===== config.mk =====
export PLATFORM = sky130hd
export DESIGN_NAME = vga_pixel_renderer
export DESIGN_NICKNAME = d
export VERILOG_FILES = /design/src/rtl/vga_pixel_renderer.sv
export SDC_FILE = /design/constraint.sdc
export NUM_CORES = 1
export LEC_CHECK = 0
export ABC_CLOCK_PERIOD_IN_PS = 3200
export BUFFER_PORTS_ARGS = -buffer_cell sky130_fd_sc_hd__buf_2
export CORE_ASPECT_RATIO = 0.6
export CORE_MARGIN = 2
export CORE_UTILIZATION = 50
export DETAILED_ROUTE_END_ITERATION = 6
export GPL_TIMING_DRIVEN = 0
export HOLD_SLACK_MARGIN = 0.15
export PLACE_DENSITY = 0.73
export SETUP_SLACK_MARGIN = 0.2
export SLEW_MARGIN = 20
export SYNTH_ARGS = -nofsm -noshare
export SYNTH_HDL_FRONTEND = slang
export SYNTH_SLANG_ARGS = --single-unit

===== constraint.sdc =====
create_clock -name clk -period 3.2 [get_ports clk]
set_input_delay 0.64 -clock clk [delete_from_list [all_inputs] [get_ports clk]]
set_output_delay 0.64 -clock clk [all_outputs]
set_load 0.005 [all_outputs]

===== src/rtl/vga_pixel_renderer.sv =====
// Pixel pipeline for the snake grid: tracks line/cell position, fetches the cell code and drives RGB with matching syncs.
// Optional macro GRID_LINES_EN draws a dark grey grid on the top/left edge of empty cells.
module vga_pixel_renderer #(
    parameter int H_ACT_START = 144,
    parameter int V_ACT_START = 35,
    parameter int ACT_W       = 640,
    parameter int ACT_H       = 480,
    parameter int CELL_PX     = 20
) (
    input  logic        clk,
    input  logic        rst,
    input  logic        pix_en,
    input  logic [19:0] hCount,
    input  logic        HS_in,
    input  logic        VS_in,
    output logic [9:0]  cell_addr,
    output logic        cell_rd,
    input  logic [1:0]  cell_data,
    output logic [3:0]  R,
    output logic [3:0]  G,
    output logic [3:0]  B,
    output logic        HS,
    output logic        VS
);

    localparam logic [19:0] H_FIRST  = 20'(H_ACT_START);
    localparam logic [19:0] H_LAST   = 20'(H_ACT_START + ACT_W - 1);
    localparam logic [19:0] H_PRE    = 20'(H_ACT_START - 1);
    localparam logic [9:0]  V_FIRST  = 10'(V_ACT_START);
    localparam logic [9:0]  V_LAST   = 10'(V_ACT_START + ACT_H - 1);
    localparam logic [9:0]  V_PRE    = 10'(V_ACT_START - 1);
    localparam logic [4:0]  SUB_LAST = 5'(CELL_PX - 1);
    localparam logic [4:0]  COL_LAST = 5'(ACT_W / CELL_PX - 1);
    localparam logic [4:0]  ROW_LAST = 5'(ACT_H / CELL_PX - 1);

    logic [9:0]  r_line;
    logic        r_vs_prev;
    logic        r_frame_ok;
    logic        w_vs_fall;
    logic        w_line_start;
    logic        w_h_act;
    logic        w_v_act;
    logic        w_act;
    logic [1:0]  w_clr;
    logic [1:0]  w_adv;
    logic [4:0]  w_col;
    logic [4:0]  w_row;

    logic        r_cell_rd;
    logic [9:0]  r_cell_addr;
    logic        r_s0_act;
    logic        r_s0_hs;
    logic        r_s0_vs;
    logic        r_cap;
    logic [1:0]  r_cell_q;
    logic [1:0]  w_code;
    logic [11:0] w_rgb;
    logic [11:0] r_rgb;
    logic        r_hs;
    logic        r_vs;

    assign w_vs_fall    = r_vs_prev && !VS_in;
    assign w_line_start = (hCount == 20'd0);
    assign w_h_act      = (hCount >= H_FIRST) && (hCount <= H_LAST);
    assign w_v_act      = r_frame_ok && (r_line >= V_FIRST) && (r_line <= V_LAST);
    assign w_act        = w_h_act && w_v_act;

    // r_vs_prev resets low so only a genuine high-to-low VS transition after reset starts a frame.
    always_ff @(posedge clk or posedge rst) begin
        if (rst) begin
            r_line     <= 10'd0;
            r_vs_prev  <= 1'b0;
            r_frame_ok <= 1'b0;
        end else if (pix_en) begin
            r_vs_prev <= VS_in;
            if (w_vs_fall) begin
                r_line     <= 10'd0;
                r_frame_ok <= 1'b1;
            end else if (w_line_start && (r_line != 10'd1023)) begin
                r_line <= r_line + 10'd1;
            end
        end
    end

    // Axis 0 walks columns across a line, axis 1 walks rows down the frame.
    assign w_clr = {pix_en && (r_line == V_PRE),
                    pix_en && (hCount == H_PRE)};
    assign w_adv = {pix_en && w_line_start && (r_line >= V_FIRST) && (r_line <= V_LAST),
                    pix_en && w_h_act};

    genvar gi;
    generate
        for (gi = 0; gi < 2; gi++) begin : g_axis
            localparam logic [4:0] IDX_LAST = (gi == 0) ? COL_LAST : ROW_LAST;
            logic [4:0] r_sub;
            logic [4:0] r_idx;

            always_ff @(posedge clk or posedge rst) begin
                if (rst) begin
                    r_sub <= 5'd0;
                    r_idx <= 5'd0;
                end else if (w_clr[gi]) begin
                    r_sub <= 5'd0;
                    r_idx <= 5'd0;
                end else if (w_adv[gi]) begin
                    if (r_sub == SUB_LAST) begin
                        r_sub <= 5'd0;
                        if (r_idx != IDX_LAST) begin
                            r_idx <= r_idx + 5'd1;
                        end
                    end else begin
                        r_sub <= r_sub + 5'd1;
                    end
                end
            end
        end
    endgenerate

    assign w_col = g_axis[0].r_idx;
    assign w_row = g_axis[1].r_idx;

    always_ff @(posedge clk or posedge rst) begin
        if (rst) begin
            r_cell_rd   <= 1'b0;
            r_cell_addr <= 10'd0;
            r_s0_act    <= 1'b0;
            r_s0_hs     <= 1'b1;
            r_s0_vs     <= 1'b1;
        end else begin
            r_cell_rd <= pix_en && w_act;
            if (pix_en) begin
                r_s0_act <= w_act;
                r_s0_hs  <= HS_in;
                r_s0_vs  <= VS_in;
                if (w_act) begin
                    r_cell_addr <= {w_row, w_col};
                end
            end
        end
    end

    assign cell_rd   = r_cell_rd;
    assign cell_addr = r_cell_addr;

    // RAM registers the request on the edge after cell_rd; capture one edge later.
    always_ff @(posedge clk or posedge rst) begin
        if (rst) begin
            r_cap    <= 1'b0;
            r_cell_q <= 2'd0;
        end else begin
            r_cap <= r_cell_rd;
            if (r_cap) begin
                r_cell_q <= cell_data;
            end
        end
    end

    assign w_code = r_cap ? cell_data : r_cell_q;

`ifdef GRID_LINES_EN
    logic r_s0_grid;

    always_ff @(posedge clk or posedge rst) begin
        if (rst) begin
            r_s0_grid <= 1'b0;
        end else if (pix_en) begin
            r_s0_grid <= (g_axis[0].r_sub == 5'd0) || (g_axis[1].r_sub == 5'd0);
        end
    end
`endif

    always_comb begin
        w_rgb = 12'h000;
        if (r_s0_act) begin
            case (w_code)
                2'd1:    w_rgb = 12'h0F0;
                2'd2:    w_rgb = 12'hFF0;
                2'd3:    w_rgb = 12'hF00;
`ifdef GRID_LINES_EN
                default: w_rgb = r_s0_grid ? 12'h333 : 12'h000;
`else
                default: w_rgb = 12'h000;
`endif
            endcase
        end
    end

    always_ff @(posedge clk or posedge rst) begin
        if (rst) begin
            r_rgb <= 12'h000;
            r_hs  <= 1'b1;
            r_vs  <= 1'b1;
        end else if (pix_en) begin
            r_rgb <= w_rgb;
            r_hs  <= r_s0_hs;
            r_vs  <= r_s0_vs;
        end
    end

    assign R  = r_rgb[11:8];
    assign G  = r_rgb[7:4];
    assign B  = r_rgb[3:0];
    assign HS = r_hs;
    assign VS = r_vs;

endmodule


Word level (Yosys, flattened, before mapping)
Index checks and enable logic that the tools add are counted.

operators by class
  add/sub/neg operators = 5
  $mul = 0
  divide/modulo/power cells = 0
  $lt $le $gt $ge = 4
  equal/unequal tests = 10
  shift operators = 0
  mux-type cells = 19
  bitwise gates (word level) = 0
  reductions and logical operators = 27

operator list
  operator                                                            count
  two-way mux 5 bit                                                   14
  one-hot mux 12 bit (3 select lines)                                 1
  adder 5 x 1 -> 5 bit, second input constant                         4
  == test 20 x 8 -> 1 bit, second input constant                      1
  greater-or-equal comparator 20 x 8 -> 1 bit, second input constant  1
  <= comparator 20 x 10 -> 1 bit, second input constant               1
  zero test 20 bit                                                    1
  two-way mux 10 bit                                                  2
  nonzero test 2 bit                                                  7
  logical AND 1 bit                                                   13
  two-way mux 12 bit                                                  1
  adder 10 x 1 -> 10 bit, second input constant                       1
  == test 10 x 6 -> 1 bit, second input constant                      1
  == test 5 bit, second input constant                                2
  greater-or-equal comparator 10 x 6 -> 1 bit, second input constant  1
  <= comparator 10 bit, second input constant                         1
  inequality test 10 bit, second input constant                       1
  inequality test 5 bit, second input constant                        2
  AND reduction 2 bit                                                 3
  AND reduction 3 bit                                                 2
  == test 2 bit, second input constant                                2
  == test 2 x 1 -> 1 bit, second input constant                       1
  two-way mux 2 bit                                                   1
  zero test 1 bit                                                     1

word-level totals
  flip-flop bits (word level) = 63
  latch bits = 0
  RAM bits = 0
  ROM bits = 0
  memories = 0

Longest topological paths before layout
Gate-level depths: netlist of run 1.

  depth in word-level cells = 6
  mapped depth = 8

Worst setup path after synthesis of run 1
No wires, ideal clock.

  path type = input -> register
  from = input port hCount[9]
  to = register g_axis[1].r_sub[3]
  setup time = 0.066 ns
  data arrival time = 2.786 ns
  data required time = 3.134 ns
  slack = 0.348 ns
  cell stages on the path = 7
  path buffers = 2
  cells stage by stage = or4_4 -> or4_1 -> buf_2 -> a211o_1 -> buf_6 -> or4_1 -> nand2_1

between the ends
  word-level cells in the longest chain between the ends = 5

ends and longest elaborated chain
  element                          line  RTL
  from (decl)                      13    input logic [19:0] hCount,
  zero test 20 bit                 63    assign w_line_start = (hCount == 20'd0);
  logical AND 1 bit (3 in series)  88    assign w_adv = {pix_en && w_line_start && (r_line >= V_FIRST) && (r_line <= V_LAST),
  nonzero test 2 bit (no line)     -
  to (signal assigned)             112   r_sub <= r_sub + 5'd1;
  to (decl)                        95    logic [4:0] r_sub;

No other way between the ends.
A chain may end at the register's enable or synchronous reset.

Final worst setup path of run 1
Same ends and word-level chain as after synthesis.

==> results of run 1 <==
## power groups by stage
| stage | Clock [uW] | Sequential, uW | Combinational [uW] |
|---|---|---|---|
| 2_1_floorplan | 0 | 698 | 35.6 |
| 3_3_place_gp | 0 | 698 | 66.2 |
| 3_5_place_dp | 0 | 698 | 71.2 |
| 4_1_cts | 376 | 685 | 71.4 |
| 5_1_grt | 403 | 686 | 80.6 |
| 6_report | 359 | 685 | 70.7 |
## kinds of logic (layout without fill, tap and decap cells)
group,Yosys count,count (layout),share of synthesized area
xor+xnor,5,5,0.0154
simple gates,114,114,0.225
fa+ha+maj,7,7,0.0308
buf+inv,31,87,0.0577
mux,21,21,0.0802
other cells,1,4,0.00132
flops,53,53,0.469
compound gates,50,50,0.121
## cell usage in the layout (no fill, tap or decap), types with 5 or more instances in the layout
cell type and count:
nor3_1 9, clkbuf_8 5, and3_1 5, or3_1 7, buf_4 10, nor2_1 17
o21ai_0 8, mux2_2 14, buf_2 49, inv_1 10, nand2_1 27, dfrtp_1 49
mux2i_1 7, clkbuf_1 8, nand3_1 10, or4_1 6, nor4_1 5, ha_1 7
o211ai_1 5, a21oi_1 12
## worst paths after layout
check                                        start                  to  slack, ps  cells after the start
worst max-delay path                     hCount[9]  g_axis[1].r_sub[3]        400                      8
worst min-delay path                           rst        cell_addr[2]        330                      2
worst max register to register  g_axis[1].r_sub[0]  g_axis[1].r_idx[3]        810                      7
worst min register to register             cell_rd               r_cap        400                      0
max in group asynchronous                      rst             r_s0_hs       2280                      3
min in group clk                           cell_rd               r_cap        400                      0
## final cells by class
| class | count | area (um^2) | share of cell area |
|---|---|---|---|
| clock buffer | 8 | 80.1 | 0.0245 |
| multi-input combinational | 201 | 1360 | 0.414 |
| timing repair buffer | 48 | 255 | 0.0780 |
| sequential | 53 | 1330 | 0.407 |
| tap | 69 | 86.3 | 0.0264 |
| inverter | 11 | 41.3 | 0.0126 |
| buffer | 20 | 123 | 0.0375 |
## layer usage
metal	up-vias	track usage	part of all wire
li1	1137	-	-
met1	1087	0.305	0.53
met2	55	0.270	0.41
met3	7	0.0414	0.042
met4	0	0.0574	0.014
met5	-	0	0
## registers in the layout (all words and copies together), names as in the netlist
register	flops
r_s0_act	1
cell_addr	10
g_axis.r_idx	10
r_s0_hs	1
r_line	10
cell_rd	1
r_frame_ok	1
r_cap	1
r_rgb	2
VS	1
HS	1
r_s0_vs	1
g_axis.r_sub	10
r_cell_q	2
r_vs_prev	1
## synth_stat cells, drive strengths merged, types with 5 or more instances
| master | number |
|---|---|
| clkbuf | 5 |
| nand2 | 27 |
| ha | 7 |
| or3 | 7 |
| or4 | 7 |
| inv | 11 |
| nor4 | 6 |
| and3 | 5 |
| buf | 15 |
| nor2 | 17 |
| dfrtp | 49 |
| nand3 | 10 |
| o21ai | 8 |
| mux2i | 7 |
| o211ai | 5 |
| mux2 | 14 |
| nor3 | 10 |
| a21oi | 12 |
## worst max-delay path: stages
cell     delay (ps)
buf_2           110
or4_4           530
or4_1           550
buf_2           190
a211o_1         320
buf_6           150
or4_1           460
nand2_1          80
## stage by stage
step           worst slack [ps]  instances
6_report                    404        410
5_1_grt                     331        410
4_1_cts                     404        410
3_5_place_dp               79.9        402
3_3_place_gp               98.0        401
2_1_floorplan               348        285
==> run metrics, run 1 <==
Syn Area/Cell=10.1 um^2; clock latency on the worst-skew pair=300 ps; final hold viol count=0; All-Layer GR Usage=0.194; Synth Instances=282; first-pass GRT wire length=9780 um; Async SR Flop Fraction=1.00; combinational power share=0.063; Die W=101 um; PortBufs=47; worst slew pin tran=1020 ps; die height=62.4 um; skew final=6.11 ps; Reg power frac=0.615; # Post-CTS Setup Buffers=0; worst hold path type=in2async; WHS=328 ps; Final Wtd Congestion=0.893; Pleak=0.00160 uW; Sink Count=53; Switching Fraction=0.222; Post-synth EDFFs=0; CTS tree=done; slew margin rel.=0.321; outcome=finished clean; post-synthesis register bit count=53; utilization after layout=0.593; Synth Cell Area=2840 um^2; required time of the worst setup path=3440 ps; Yosys top cell area share=0.432; YS warnings=0; routed vias=2286; Routed WL=5700 um; H-tree lvl count=2; fmax=0.358 GHz; # diodes=0; element type at the critical path end=flop; DP Wirelength=4270 um; Final min period=2800 ps; number of buffers created by CTS=5; worst path arrival time=3040 ps; Power Internal=867 uW; max-cap viol count=0; die area=6320 um^2; Finish-stage setup viols=0; peak supply drop=0.000229 V; sequential element share of the synthesized area=0.469; clock root buffer=clkbuf_8; First-pass DRT Iterations=4; post-synth top area cell=dfrtp_1; Startpoint Class=primary input; Worst-path clk slew=90 ps; nets@finish=374; fin. max-slew vios=0; CTS resizes=0; unrepaired setup endpoints after global routing=false; share of layout cells above drive strength 1=0.282; period utilization=0.874; Cell Area, Placed=3190 um^2; core outline area=5520 um^2; largest net degree at the start of global routing=35; fill cell count=481; vias in the first global route=2113; Antenna Violating Nets Remaining=0; via/cell ratio=5.58; initial antenna violation count=0; DRC Markers=0; DR WL/cell=13.9 um; Clk pwr share=0.322; final instance area=3270 um^2; initial core utilization=0.515; Tot Pwr=1110 uW; pwr/cell area=341 nW/um^2; NetSw=247 uW; grt ovf=0; deepest clock path buffer count=2; Boundary Pins=52; Detailed Route Iter0 Violations=128; hold_buf cts=0; most common flop cell mapped by yosys=dfrtp_1; Netlist cell types=56; Fin Setup TNS=0 ps; critical path class=in2reg; largest cells by area after synthesis=dfrtp_1 43%, mux2_2 5.6%, dfstp_2 3.7%; CP Max Fanout=10; area grow syn2layout=15.2%; Row Count=21
No activity file was read; power rests on OpenSTA's default activity.
==> run 2, diff against run 1 <==
- ABC_CLOCK_PERIOD_IN_PS: 3200 -> 2550
- PLACE_DENSITY: 0.73 -> 0.76
- clock period: 3.2 -> 2.55 ns (I/O delays scaled with it)
==> run 2 against run 1 <==
Effect of this change: global-route usage is 0.67 points higher; clock power increased by 47%; utilization rose by 2.4 points; hold slack got worse by 57 ps; die area did not move; largest cell class unchanged; flip-flop and latch count is the same.
==> run metrics, run 2 (same netlist as run 1, synthesis figures left out) <==
First-pass DRT Iterations=4 (unchanged); Antenna Violating Nets Remaining=0 (unchanged); CP Max Fanout=7 (was 10); unrepaired setup endpoints after global routing=true (was false); utilization after layout=0.617 (was 0.593); reg2reg setup slack=270 ps (was 810 ps); Sink Count=53 (unchanged); initial core utilization=0.515 (unchanged); worst slew pin tran=978 ps (was 1020 ps); Final min period=2440 ps; H-tree lvl count=2 (unchanged); worst path cell trace=buf_6 -> or4_4 -> or4_4 -> buf_6 -> a211o_1 -> buf_6 -> or3_1 -> a21oi_2 (was buf_2 -> or4_4 -> or4_1 -> buf_2 -> a211o_1 -> buf_6 -> or4_1 -> nand2_1); Pleak=0.00166 uW (was 0.00160 uW); outcome=finished clean (unchanged); PortBufs=47 (unchanged); Worst-path clk slew=90 ps (about the same); number of buffers created by CTS=5 (unchanged); hold_buf cts=0 (unchanged); via/cell ratio=5.64 (was 5.58); worst hold path type=in2async (unchanged); # diodes=0 (unchanged); fin. max-slew vios=0 (unchanged); area grow syn2layout=19.9% (was 15.2%); element type at the critical path end=flop (unchanged); final instance area=3410 um^2 (was 3270 um^2); share of layout cells above drive strength 1=0.330 (was 0.282); grt ovf=0 (unchanged); cell family with most CP delay=simple AND/OR/NAND/NOR gates (unchanged); die area=6320 um^2 (unchanged); Die W=101 um (unchanged); Row Count=21 (unchanged); deepest clock path buffer count=2 (unchanged); DRC Markers=0 (unchanged); Startpoint Class=primary input (unchanged); critical path class=in2reg (unchanged); slew margin rel.=0.343 (was 0.321); CTS tree=done (unchanged); CP max stage cell=or4_4 (was or4_1); clock latency on the worst-skew pair=310 ps (was 300 ps); nets@finish=378 (was 374); required time of the worst setup path=2790 ps (was 3440 ps); most frequent cells in the layout=49 x dfrtp_1, 47 x buf_2, 27 x nand2_1 (was 49 x buf_2, 49 x dfrtp_1, 27 x nand2_1); All-Layer GR Usage=0.201 (was 0.194); Crit path largest cell delay=540 ps (was 550 ps); worst path arrival time=2680 ps (was 3040 ps); Routed WL=5910 um (was 5700 um); largest net degree at the start of global routing=54 (was 35); vias in the first global route=2226 (was 2113); Finish-stage setup viols=0 (unchanged); pwr/cell area=434 nW/um^2 (was 341 nW/um^2); Cell Area, Placed=3190 um^2 (about the same); Boundary Pins=52 (unchanged); DR WL/cell=14.3 um (was 13.9 um); period utilization=0.955; Final Wtd Congestion=0.810 (was 0.893); max-cap viol count=0 (unchanged); fmax=0.410 GHz; DP Wirelength=4230 um (was 4270 um); WP buf/inv=3 (unchanged); final hold viol count=0 (unchanged); clock root buffer=clkbuf_8 (unchanged); first-pass GRT wire length=10300 um (was 9780 um); core outline area=5520 um^2 (unchanged); skew final=4.50 ps (was 6.11 ps); routed vias=2334 (was 2286); Detailed Route Iter0 Violations=158 (was 128); most frequent CP cell=buf_6; die height=62.4 um (unchanged); Tot Pwr=1480 uW (was 1110 uW); most common cell after layout, fill and taps aside=dfrtp_1; peak supply drop=0.000246 V (was 0.000229 V); initial antenna violation count=0 (unchanged)
-- run 2: final cells by class --
cell class,count,area (um^2)
plain buffers,20,133
multi-input cells,201,1420
flip-flops and latches,53,1330
inverters,11,43.8
clock buffers,7,96.3
clock inverters,1,8.76
well taps,69,86.3
fillers,479,2110
repair buffers,52,283
-- run 2: stage by stage --
step                hold slack, ps  TNS [ps]  std cells  worst slack, ps
finish                         271         0        414              114
global route                   342         0        414             63.7
CTS                            309         0        414              126
detailed placement             373     -5130        401             -247
global placement               378     -4470        401             -223
floorplan                      376         0        285             1.60
-- run 2: metal layers --
| metal | up-vias | wire (um) | track usage | share of wire |
|---|---|---|---|---|
| li1 | 1147 | - | - | - |
| met1 | 1118 | 3010 | 0.301 | 0.51 |
| met4 | 0 | 55 | 0.0456 | 0.0093 |
| met5 | - | 0 | 0 | 0 |
| met2 | 62 | 2580 | 0.305 | 0.44 |
| met3 | 7 | 269 | 0.0369 | 0.046 |
-- run 2: what timing repair did --
| item | in CTS | in global routing |
|---|---|---|
| setup endpoints to repair | 23 | 28 |
| pin swaps | 3 | 1 |
| buffers inserted | 5 | 0 |
| resized for setup | 7 | 10 |
-- run 2: final timing paths --
path | start | endpoint | depth (start not counted)
setup / recovery | hCount[9] | g_axis[1].r_idx[2] | 8
hold / removal | rst | r_line[6] | 2
setup reg to reg | r_line[6] | g_axis[1].r_idx[2] | 6
hold reg to reg | cell_rd | r_cap | 0
max in group asynchronous | rst | g_axis[1].r_sub[2] | 2
min in group clk | cell_rd | r_cap | 0
-- run 2: power by group --
part	internal, uW	total, uW	leakage [uW]	switching [uW]
logic	38.8	90.7	0.000893	52.0
clock network	251	527	0.0000549	276
registers	855	860	0.000715	5.00
